==> src/rtl/ifetch_stage.sv <==
`default_nettype none
`timescale 1ns/1ps
// ============================================================================
// Module   : ifetch_stage
// Purpose  : Instruction fetch: one outstanding imem read, {pc, instr} FIFO
//            toward decode, PC halt control and redirect squashing.
// Revision : 1.0  initial release
// ============================================================================
module ifetch_stage #(
  parameter logic [31:0] RESET_PC = 32'h0000_0120,
  parameter int          DEPTH    = 2
) (
  input  logic        clk_i,
  input  logic        reset_ni,
  input  logic [31:0] pc_i,
  input  logic        redirect_i,
  output logic        stall_o,
  output logic        imem_req_o,
  output logic [31:0] imem_addr_o,
  input  logic        imem_gnt_i,
  input  logic        imem_rvalid_i,
  input  logic [31:0] imem_rdata_i,
  output logic        id_valid_o,
  input  logic        id_ready_i,
  output logic [31:0] id_instr_o,
  output logic [31:0] id_pc_o
);

  localparam int          PTR_W     = (DEPTH > 1) ? $clog2(DEPTH) : 1;
  localparam int          CNT_W     = PTR_W + 1;
  localparam logic [31:0] NOP_INSTR = 32'h0000_0013;

  typedef enum logic [1:0] {
    IDLE     = 2'd0,
    WAIT_GNT = 2'd1,
    WAIT_RSP = 2'd2,
    DROP     = 2'd3
  } state_t;

  state_t             state;
  logic               kill;
  logic [PTR_W-1:0]   wr_ptr;
  logic [PTR_W-1:0]   rd_ptr;
  logic [CNT_W-1:0]   count;
  logic [31:0]        instr_mem [DEPTH];
  logic [31:0]        pc_mem    [DEPTH];

  logic               push;
  logic               pop;
  logic               has_room;
  logic               room_after;
  logic [CNT_W:0]     cnt_after;

  assign id_valid_o = (count != '0);
  assign pop        = id_valid_o & id_ready_i;
  assign push       = (state == WAIT_RSP) & imem_rvalid_i & ~redirect_i;
  assign has_room   = (count < CNT_W'(DEPTH));
  // Occupancy once the returning word lands, used to decide back-to-back issue.
  assign cnt_after  = {1'b0, count} + (CNT_W+1)'(1) - (CNT_W+1)'(pop);
  assign room_after = (cnt_after < (CNT_W+1)'(DEPTH));

  assign stall_o    = ~(imem_req_o & imem_gnt_i & ~kill & ~redirect_i);

  always_ff @(posedge clk_i or negedge reset_ni) begin
    if (!reset_ni) begin
      state       <= IDLE;
      kill        <= 1'b0;
      imem_req_o  <= 1'b0;
      imem_addr_o <= RESET_PC;
    end else begin
      case (state)
        IDLE: begin
          if (has_room && !redirect_i) begin
            imem_addr_o <= pc_i;
            imem_req_o  <= 1'b1;
            state       <= WAIT_GNT;
          end
        end
        WAIT_GNT: begin
          // A posted request stays up until granted; redirect only marks it stale.
          if (imem_gnt_i) begin
            imem_req_o <= 1'b0;
            kill       <= 1'b0;
            state      <= (kill || redirect_i) ? DROP : WAIT_RSP;
          end else if (redirect_i) begin
            kill <= 1'b1;
          end
        end
        WAIT_RSP: begin
          if (imem_rvalid_i) begin
            if (!redirect_i && room_after) begin
              imem_addr_o <= pc_i;
              imem_req_o  <= 1'b1;
              state       <= WAIT_GNT;
            end else begin
              state <= IDLE;
            end
          end else if (redirect_i) begin
            state <= DROP;
          end
        end
        DROP: begin
          if (imem_rvalid_i) begin
            state <= IDLE;
          end
        end
        default: state <= IDLE;
      endcase
    end
  end

  always_ff @(posedge clk_i or negedge reset_ni) begin
    if (!reset_ni) begin
      wr_ptr <= '0;
      rd_ptr <= '0;
      count  <= '0;
    end else if (redirect_i) begin
      wr_ptr <= '0;
      rd_ptr <= '0;
      count  <= '0;
    end else begin
      if (push) begin
        wr_ptr <= wr_ptr + PTR_W'(1);
      end
      if (pop) begin
        rd_ptr <= rd_ptr + PTR_W'(1);
      end
      case ({push, pop})
        2'b10:   count <= count + CNT_W'(1);
        2'b01:   count <= count - CNT_W'(1);
        default: count <= count;
      endcase
    end
  end

  always_ff @(posedge clk_i) begin
    if (push) begin
      instr_mem[wr_ptr] <= imem_rdata_i;
      pc_mem[wr_ptr]    <= imem_addr_o;
    end
  end

  assign id_instr_o = id_valid_o ? instr_mem[rd_ptr] : NOP_INSTR;
  assign id_pc_o    = id_valid_o ? pc_mem[rd_ptr]    : RESET_PC;

endmodule

`default_nettype wire

==> config.mk <==
export PLATFORM = sky130hd
export DESIGN_NAME = ifetch_stage
export DESIGN_NICKNAME = d
export VERILOG_FILES = /design/src/rtl/ifetch_stage.sv
export SDC_FILE = /design/constraint.sdc
export NUM_CORES = 1
export LEC_CHECK = 0
export CAP_MARGIN = 40
export CELL_PAD_IN_SITES_DETAIL_PLACEMENT = 0
export CELL_PAD_IN_SITES_GLOBAL_PLACEMENT = 2
export CORE_UTILIZATION = 34
export CTS_CLUSTER_DIAMETER = 150
export DETAILED_ROUTE_END_ITERATION = 10
export GPL_TIMING_DRIVEN = 0
export PLACE_DENSITY = 0.81
export SLEW_MARGIN = 10
export SYNTH_ARGS = -nofsm -noshare
export SYNTH_HDL_FRONTEND = slang
export SYNTH_SLANG_ARGS = --single-unit
==> constraint.sdc <==
create_clock -name clk_i -period 7.8 [get_ports clk_i]
set_input_delay 1.17 -clock clk_i [delete_from_list [all_inputs] [get_ports clk_i]]
set_output_delay 1.17 -clock clk_i [all_outputs]
set_load 0.05 [all_outputs]
==> results of run 1 <==
-- power groups by stage --
stage                     logic (uW)  registers, uW  clock network (uW)
after global placement           938           1260                   0
after floorplan                  327           1550                   0
final                            943           1250                 784
after detailed placement         950           1270                   0
after global routing             982           1270                 844
after CTS                        954           1250                 807
-- state kept, by name (all words and copies together) (netlist names) --
signal and flops:
instr_mem 64, pc_mem 64, state 2, wr_ptr 1, imem_addr_o 32, imem_req_o 1, rd_ptr 1, kill 1
count 2
-- cell usage in the layout (no fill, tap or decap), types with 6 or more instances in the layout --
| cell type | netlist | layout |
|---|---|---|
| buf_2 | 5 | 6 |
| buf_4 | 0 | 9 |
| buf_6 | 1 | 6 |
| clkbuf_1 | 8 | 9 |
| clkbuf_16 | 0 | 17 |
| clkdlybuf4s50_1 | 0 | 167 |
| dfrtp_1 | 38 | 38 |
| edfxtp_1 | 128 | 128 |
| mux2_4 | 29 | 29 |
| mux2i_1 | 64 | 64 |
| nand2_1 | 11 | 11 |
| nor2_1 | 67 | 67 |
-- cell type report --
| class | count | area share |
|---|---|---|
| Antenna cell | 1 | 0.000272 |
| Buffer | 18 | 0.0136 |
| Clock buffer | 18 | 0.0466 |
| Clock inverter | 14 | 0.0128 |
| Inverter | 4 | 0.00163 |
| Multi-Input combinational cell | 196 | 0.170 |
| Sequential cell | 168 | 0.526 |
| Tap cell | 234 | 0.0318 |
| Timing Repair Buffer | 183 | 0.198 |
-- final timing paths --
path | startpoint | depth (start not counted) | slack (ns) | to
hold reg to reg | imem_addr_o[31] | 0 | 0.51 | pc_mem[0][31]
setup reg to reg | state[0] | 5 | 5.44 | instr_mem[0][29]
max in group asynchronous | reset_ni | 2 | 6.57 | imem_addr_o[8]
setup / recovery | count[1] | 5 | 3.44 | id_pc_o[25]
min in group asynchronous | reset_ni | 1 | 0.67 | imem_addr_o[23]
hold / removal | imem_addr_o[31] | 0 | 0.51 | pc_mem[0][31]
-- metal layers --
metal,vias to the layer above,GRT usage,routed length (um),share of wire
met5,-,0,0,0
met4,0,0.0412,115,0.0085
met3,8,0.0465,814,0.060
met2,112,0.236,6570,0.48
met1,1823,0.180,6090,0.45
li1,1820,-,-,-
-- through the flow --
stage               setup slack, ns  TNS, ns  hold WS [ns]  instance area (um2)
floorplan                      1.10        0         0.492                 6540
global placement              -2.19  -245.85         0.483                 8510
detailed placement             3.59        0         0.485                 8660
CTS                            3.31        0         0.503                 9210
global route                   3.21        0         0.518                 9210
finish                         3.44        0         0.507                 9210
-- kinds of logic after synthesis --
family	after synthesis	share of synthesized area
AO/OA/AOI/OAI	10	0.00976
flip-flops	168	0.741
buffers and inverters	22	0.0214
XOR/XNOR	3	0.00402
AND/OR/NAND/NOR	87	0.0540
multiplexers	96	0.170
==> summary.txt, run 1 <==
Clock network
  • TritonCTS Buffers: 17
  • Resized cells post-CTS: 0
  • Latest clock arrival within the worst-skew pair: 0.42 ns
  • Worst-path clk slew: about 0.070 ns
  • TritonCTS clock tree: built
  • Clock sink count: around 170
  • Clock tree buffer depth: 2
  • CTS root buffer: clkbuf_16
  • Post-CTS Setup Repair Bufs: 0
  • CTS HTree Levels: 4
  • Post-CTS Hold Fix Bufs: 0

Timing
  • Final setup fails: 0
  • Crit share post-route: 0.560
  • RSZ-0062 raised after global routing: no
  • Final Hold Fails: 0
  • Final min period: ~4.4 ns
  • Final slew viol count: 0
  • Worst-margin pin slew: between 0.7 and 0.8 ns
  • Rel. slew slack: 0.501
  • Worst Skew: a little under 0.008 ns
  • Max Freq: between 200 and 250 MHz

Drt
  • Pre-Repair DR Iteration Count: 4
  • DRC Markers: 0
  • Iter 0 DRT Violations: approximately 140
  • Post-route ant nets: 0
  • Vias per cell: around 4.5
  • Via count: around 3800
  • Routed wire length: 13600 um
  • Routed len/inst: roughly 16 um

Global routing
  • Largest net degree at the start of global routing: 27
  • First-pass GRT wire length: between 20000 and 25000 um
  • All-Layer GR Usage: 0.143
  • Initial antenna violation count: 1
  • Vias in the first global route: about 3900
  • GRT overflow: 0

Placement
  • GP Congestion: 0.706
  • Cell Count Post-Placement: approximately 800
  • Port Buffer Count: about 170
  • DP Wirelength: 9780 um

Worst setup path
  • CP top delay family: buffers and inverters
  • Worst setup EP type: output pin
  • Worst path required time: approximately 6.6 ns
  • CP max-delay cell: clkdlybuf4s50_1
  • Startpoint Class: flip-flop
  • Worst EP arrival: ~3.2 ns
  • Crit-path cells: nor2_1 -> clkbuf_1 -> buf_1 -> nor2_1 -> clkdlybuf4s50_1
  • Crit path top cell by count: nor2_1
  • WS Path Type: reg2out
  • Bufs and invs on worst path: 3
  • Worst Path Max Fanout: 10
  • CP max stage delay: between 0.7 and 0.8 ns

Power and ir drop
  • Internal power: ~1900 uW
  • Switching share of power: 0.348
  • Worst vdd ir: approximately 0.28 mV
  • Pleak: about 0.0033 uW
  • Sequential power share: 0.419
  • Final total power: 2970 uW
  • Clock power share: 0.264
  • Power per Cell Area: about 320 nW/um2
  • Combinational power share: 0.317
  • Sw power: 1030 uW

Logic synthesis
  • Synthesized Nets: ~460
  • Yosys reg bits: 168
  • Yosys top cell by area: edfxtp_1
  • YS warnings: 0
  • Syn Area/Cell: 16.9 um2
  • Post-synth EDFFs: between 100 and 150
  • Seq/Total Area, Yosys: 0.741
  • Distinct cells, synth: 30
  • Post-Syn Area: 6540 um2
  • Commonest cells in the netlist: 128 x edfxtp_1, 67 x nor2_1, 64 x mux2i_1
  • Gate Count Post-Synth: approximately 390
  • Post-synth top area share: 0.588
  • Dominant register cell in the synthesized netlist: edfxtp_1
  • Most frequent cell after synthesis: edfxtp_1
  • Fraction of registers with async set or reset after synthesis: 0.238
  • Synth area leaders: edfxtp_1 59%, dfrtp_1 15%, mux2i_1 9.8%

Cells and area
  • Fill cells: roughly 1600
  • Nets: 658
  • Layout area overhead: 40.9%
  • Register Area: 4850 um2
  • Share of cells above drive strength 1: 0.155
  • Non-Filler Instances: 836
  • Finished Core Util: 0.491
  • Combined area of the multi-input logic cells: roughly 1600 um2

Floorplan
  • Initial cell density of the core: 0.348
  • Core area: 18800 um2
  • Die Ht: between 100 and 150 um
  • Die area: slightly below 20000 um2
  • Chip width: around 140 um
  • # IOs: around 170
  • Rows: 50

Hold path
  • Hold Path Class: reg2reg

Status
  • Run status: finished clean

Run
  • Max-cap viol count: 0
No activity file was read; power rests on OpenSTA's default activity.
==> run 2, diff against run 1 <==
clock period = 4.3 ns   (was 7.8 ns; I/O delays follow)
==> run 2 against run 1 <==
  * Die area did not move
  * Sequential share of layout area fell by 0.40 points
  * Register-to-register slack got worse by 3.5 ns
  * Largest cell class unchanged
  * Worst hold slack got worse by 0.35 ns
  * Highest routed layer unchanged
  * Count of clock-buffer cells in the layout fell by 1
  * Utilization rose by 0.37 points
  * Final cell count fell by 0.72%
  * Routed wire length rose by 1.9%
  * Clock power rose by 86%
  * Clock skew rose by 0.00062 ns
  * First-iteration DRC count fell by 0.71%
  * Via count rose by 0.37%
==> summary.txt, run 2 (synthesis gave the netlist of run 1 again) <==
Cells and area
  • Ant diodes: 0 (was 1)
  • Layout area overhead: 41.9% (was 40.9%)
  • Most frequent cells in the layout: 167 x clkdlybuf4s50_1, 128 x edfxtp_1, 67 x nor2_1 (unchanged)
  • Regs by FF count: instr_mem x64, pc_mem x64, imem_addr_o x32 (unchanged)
  • Fill cells: 1607 (was 1616)
  • Share of cells above drive strength 1: 0.146 (was 0.155)
  • Commonest non-fill, non-tap cell in the layout: clkdlybuf4s50_1 (unchanged)
  • Finished Core Util: 0.495 (was 0.491)
  • Nets: 653 (was 658)

Worst setup path
  • CP max-delay cell: clkdlybuf4s50_1 (unchanged)
  • Reg2Reg Capture Point: pc_mem[0][19] (was instr_mem[0][29])
  • Reg2reg start: state[0] (unchanged)
  • Beginning of the critical path: count[1] (unchanged)
  • WS Path Type: reg2out (unchanged)
  • Reg2reg setup slack: 1.98 ns (was 5.44 ns)
  • Crit-path cells: nor2_1 -> clkbuf_1 -> buf_1 -> nor2_1 -> clkdlybuf4s50_1 (unchanged)
  • Worst setup EP type: output pin (unchanged)
  • Worst path required time: 3.65 ns (was 6.63 ns)
  • Worst Path Max Fanout: 10 (unchanged)
  • Startpoint Class: flip-flop (unchanged)
  • CP max stage delay: 0.72 ns (about the same)
  • Worst EP arrival: 3.04 ns (was 3.19 ns)
  • Reg2Reg Depth: 4 (was 5)
  • Crit path top cell by count: nor2_1 (unchanged)

Clock network
  • TritonCTS clock tree: built (unchanged)
  • Post-CTS Setup Repair Bufs: 0 (unchanged)
  • Clock sink count: 168 (unchanged)
  • CTS HTree Levels: 4 (unchanged)
  • Clock tree buffer depth: 2 (unchanged)
  • TritonCTS Buffers: 17 (unchanged)
  • Post-CTS Hold Fix Bufs: 0 (unchanged)
  • CTS root buffer: clkbuf_16 (unchanged)
  • Worst-path clk slew: 0.07 ns (about the same)
  • Latest clock arrival within the worst-skew pair: 0.41 ns (was 0.42 ns)
  • Resized cells post-CTS: 0 (unchanged)

Floorplan
  • Initial cell density of the core: 0.348 (unchanged)
  • # IOs: 169 (unchanged)
  • Chip width: 141 um (unchanged)
  • Die Ht: 141 um (unchanged)
  • Die area: 19800 um2 (unchanged)
  • Core area: 18800 um2 (unchanged)
  • Rows: 50 (unchanged)

Placement
  • GP Congestion: 0.713 (was 0.706)
  • Port Buffer Count: 168 (unchanged)
  • Setup WS pre-CTS: 0.995 ns (was 3.59 ns)
  • DP Wirelength: 9860 um (was 9780 um)

Timing
  • Fin worst setup slack: 0.613 ns (was 3.44 ns)
  • Max Freq: 271 MHz
  • Final slew viol count: 0 (unchanged)
  • Final setup fails: 0 (unchanged)
  • RSZ-0062 raised after global routing: no (unchanged)
  • Final min period: between 3 and 4 ns
  • Crit share post-route: 0.857
  • Worst Skew: 0.00851 ns (was 0.00789 ns)
  • Worst-margin pin slew: 0.863 ns (was 0.745 ns)
  • Setup TNS: 0 ns (unchanged)
  • Final Hold Fails: 0 (unchanged)
  • Rel. slew slack: 0.423 (was 0.501)
  • Worst hold slack: 0.159 ns (was 0.507 ns)

Drt
  • Pre-Repair DR Iteration Count: 4 (unchanged)
  • Routed len/inst: 16.7 um (was 16.2 um)
  • Routed wire length: 13800 um (was 13600 um)
  • Vias per cell: 4.55 (was 4.50)
  • Via count: 3777 (was 3763)
  • DRC Markers: 0 (unchanged)
  • Iter 0 DRT Violations: 140 (was 141)
  • Post-route ant nets: 0 (unchanged)

Status
  • Run status: finished clean (unchanged)

Global routing
  • GRT overflow: 0 (unchanged)
  • All-Layer GR Usage: 0.147 (was 0.143)
  • Initial antenna violation count: 0 (was 1)
  • Vias in the first global route: 3971 (was 3853)
  • First-pass GRT wire length: 21700 um (was 21300 um)
  • Largest net degree at the start of global routing: 27 (unchanged)

Power and ir drop
  • Power per Cell Area: 586 nW/um2 (was 323 nW/um2)
  • Pleak: 0.00328 uW (was 0.00327 uW)
  • Worst vdd ir: 0.464 mV (was 0.278 mV)
  • Final total power: 5440 uW (was 2970 uW)

Hold path
  • Hold Path Class: in2async (was reg2reg)

Run
  • Max-cap viol count: 0 (unchanged)
run 2: cell count changes in the layout (fill, tap and decap cells not counted), sizes merged:
cell      before  now
buf           26   21
bufinv         0    1
clkbuf        26   25
clkinv         5    8
clkinvlp       2    1
diode          1    0
inv           11    9
run 2: power by group:
| group | leakage [uW] | internal [uW] | total [uW] | switching (uW) |
|---|---|---|---|---|
| sequential | 0.00163 | 2070 | 2260 | 198 |
| clock | 0.000279 | 812 | 1460 | 652 |
| combinational | 0.00137 | 700 | 1710 | 1010 |
run 2: worst max path at each step:
stage	cells after the start	to	slack, ns
2_1_floorplan	2	instr_mem[1][0]	0.35
3_3_place_gp	3	instr_mem[1][26]	-1.88
3_5_place_dp	5	id_pc_o[21]	1.0
4_1_cts	5	id_pc_o[21]	0.53
5_1_grt	5	id_pc_o[27]	0.32
6_report	5	id_pc_o[25]	0.61
run 2: area by class of cell:
| type | instances | area [um2] | share of cell area |
|---|---|---|---|
| buffer | 18 | 125 | 0.0135 |
| clock buffer | 17 | 425 | 0.0458 |
| clock inverter | 15 | 145 | 0.0156 |
| inverter | 4 | 15.0 | 0.00162 |
| multi-input combinational | 196 | 1580 | 0.170 |
| sequential | 168 | 4850 | 0.522 |
| tap | 234 | 293 | 0.0315 |
| timing repair buffer | 178 | 1860 | 0.200 |
run 2: stage by stage:
stage	std cells	instance area [um2]
finish	830	9280
global route	830	9280
CTS	829	9270
detailed placement	797	8700
global placement	788	8520
floorplan	386	6550
run 2: per-layer routing:
layer  track usage  share of wire
met1         0.179           0.43
met2         0.247           0.49
met3        0.0438          0.067
met4        0.0526          0.014
met5             0              0
run 2: worst max-delay path, delay by kind of cell (launching register included):
family	cells	cell delay (ns)
and+or+nand+nor	2	0.52
DFF	1	0.45
buffers and inverters	3	1.64
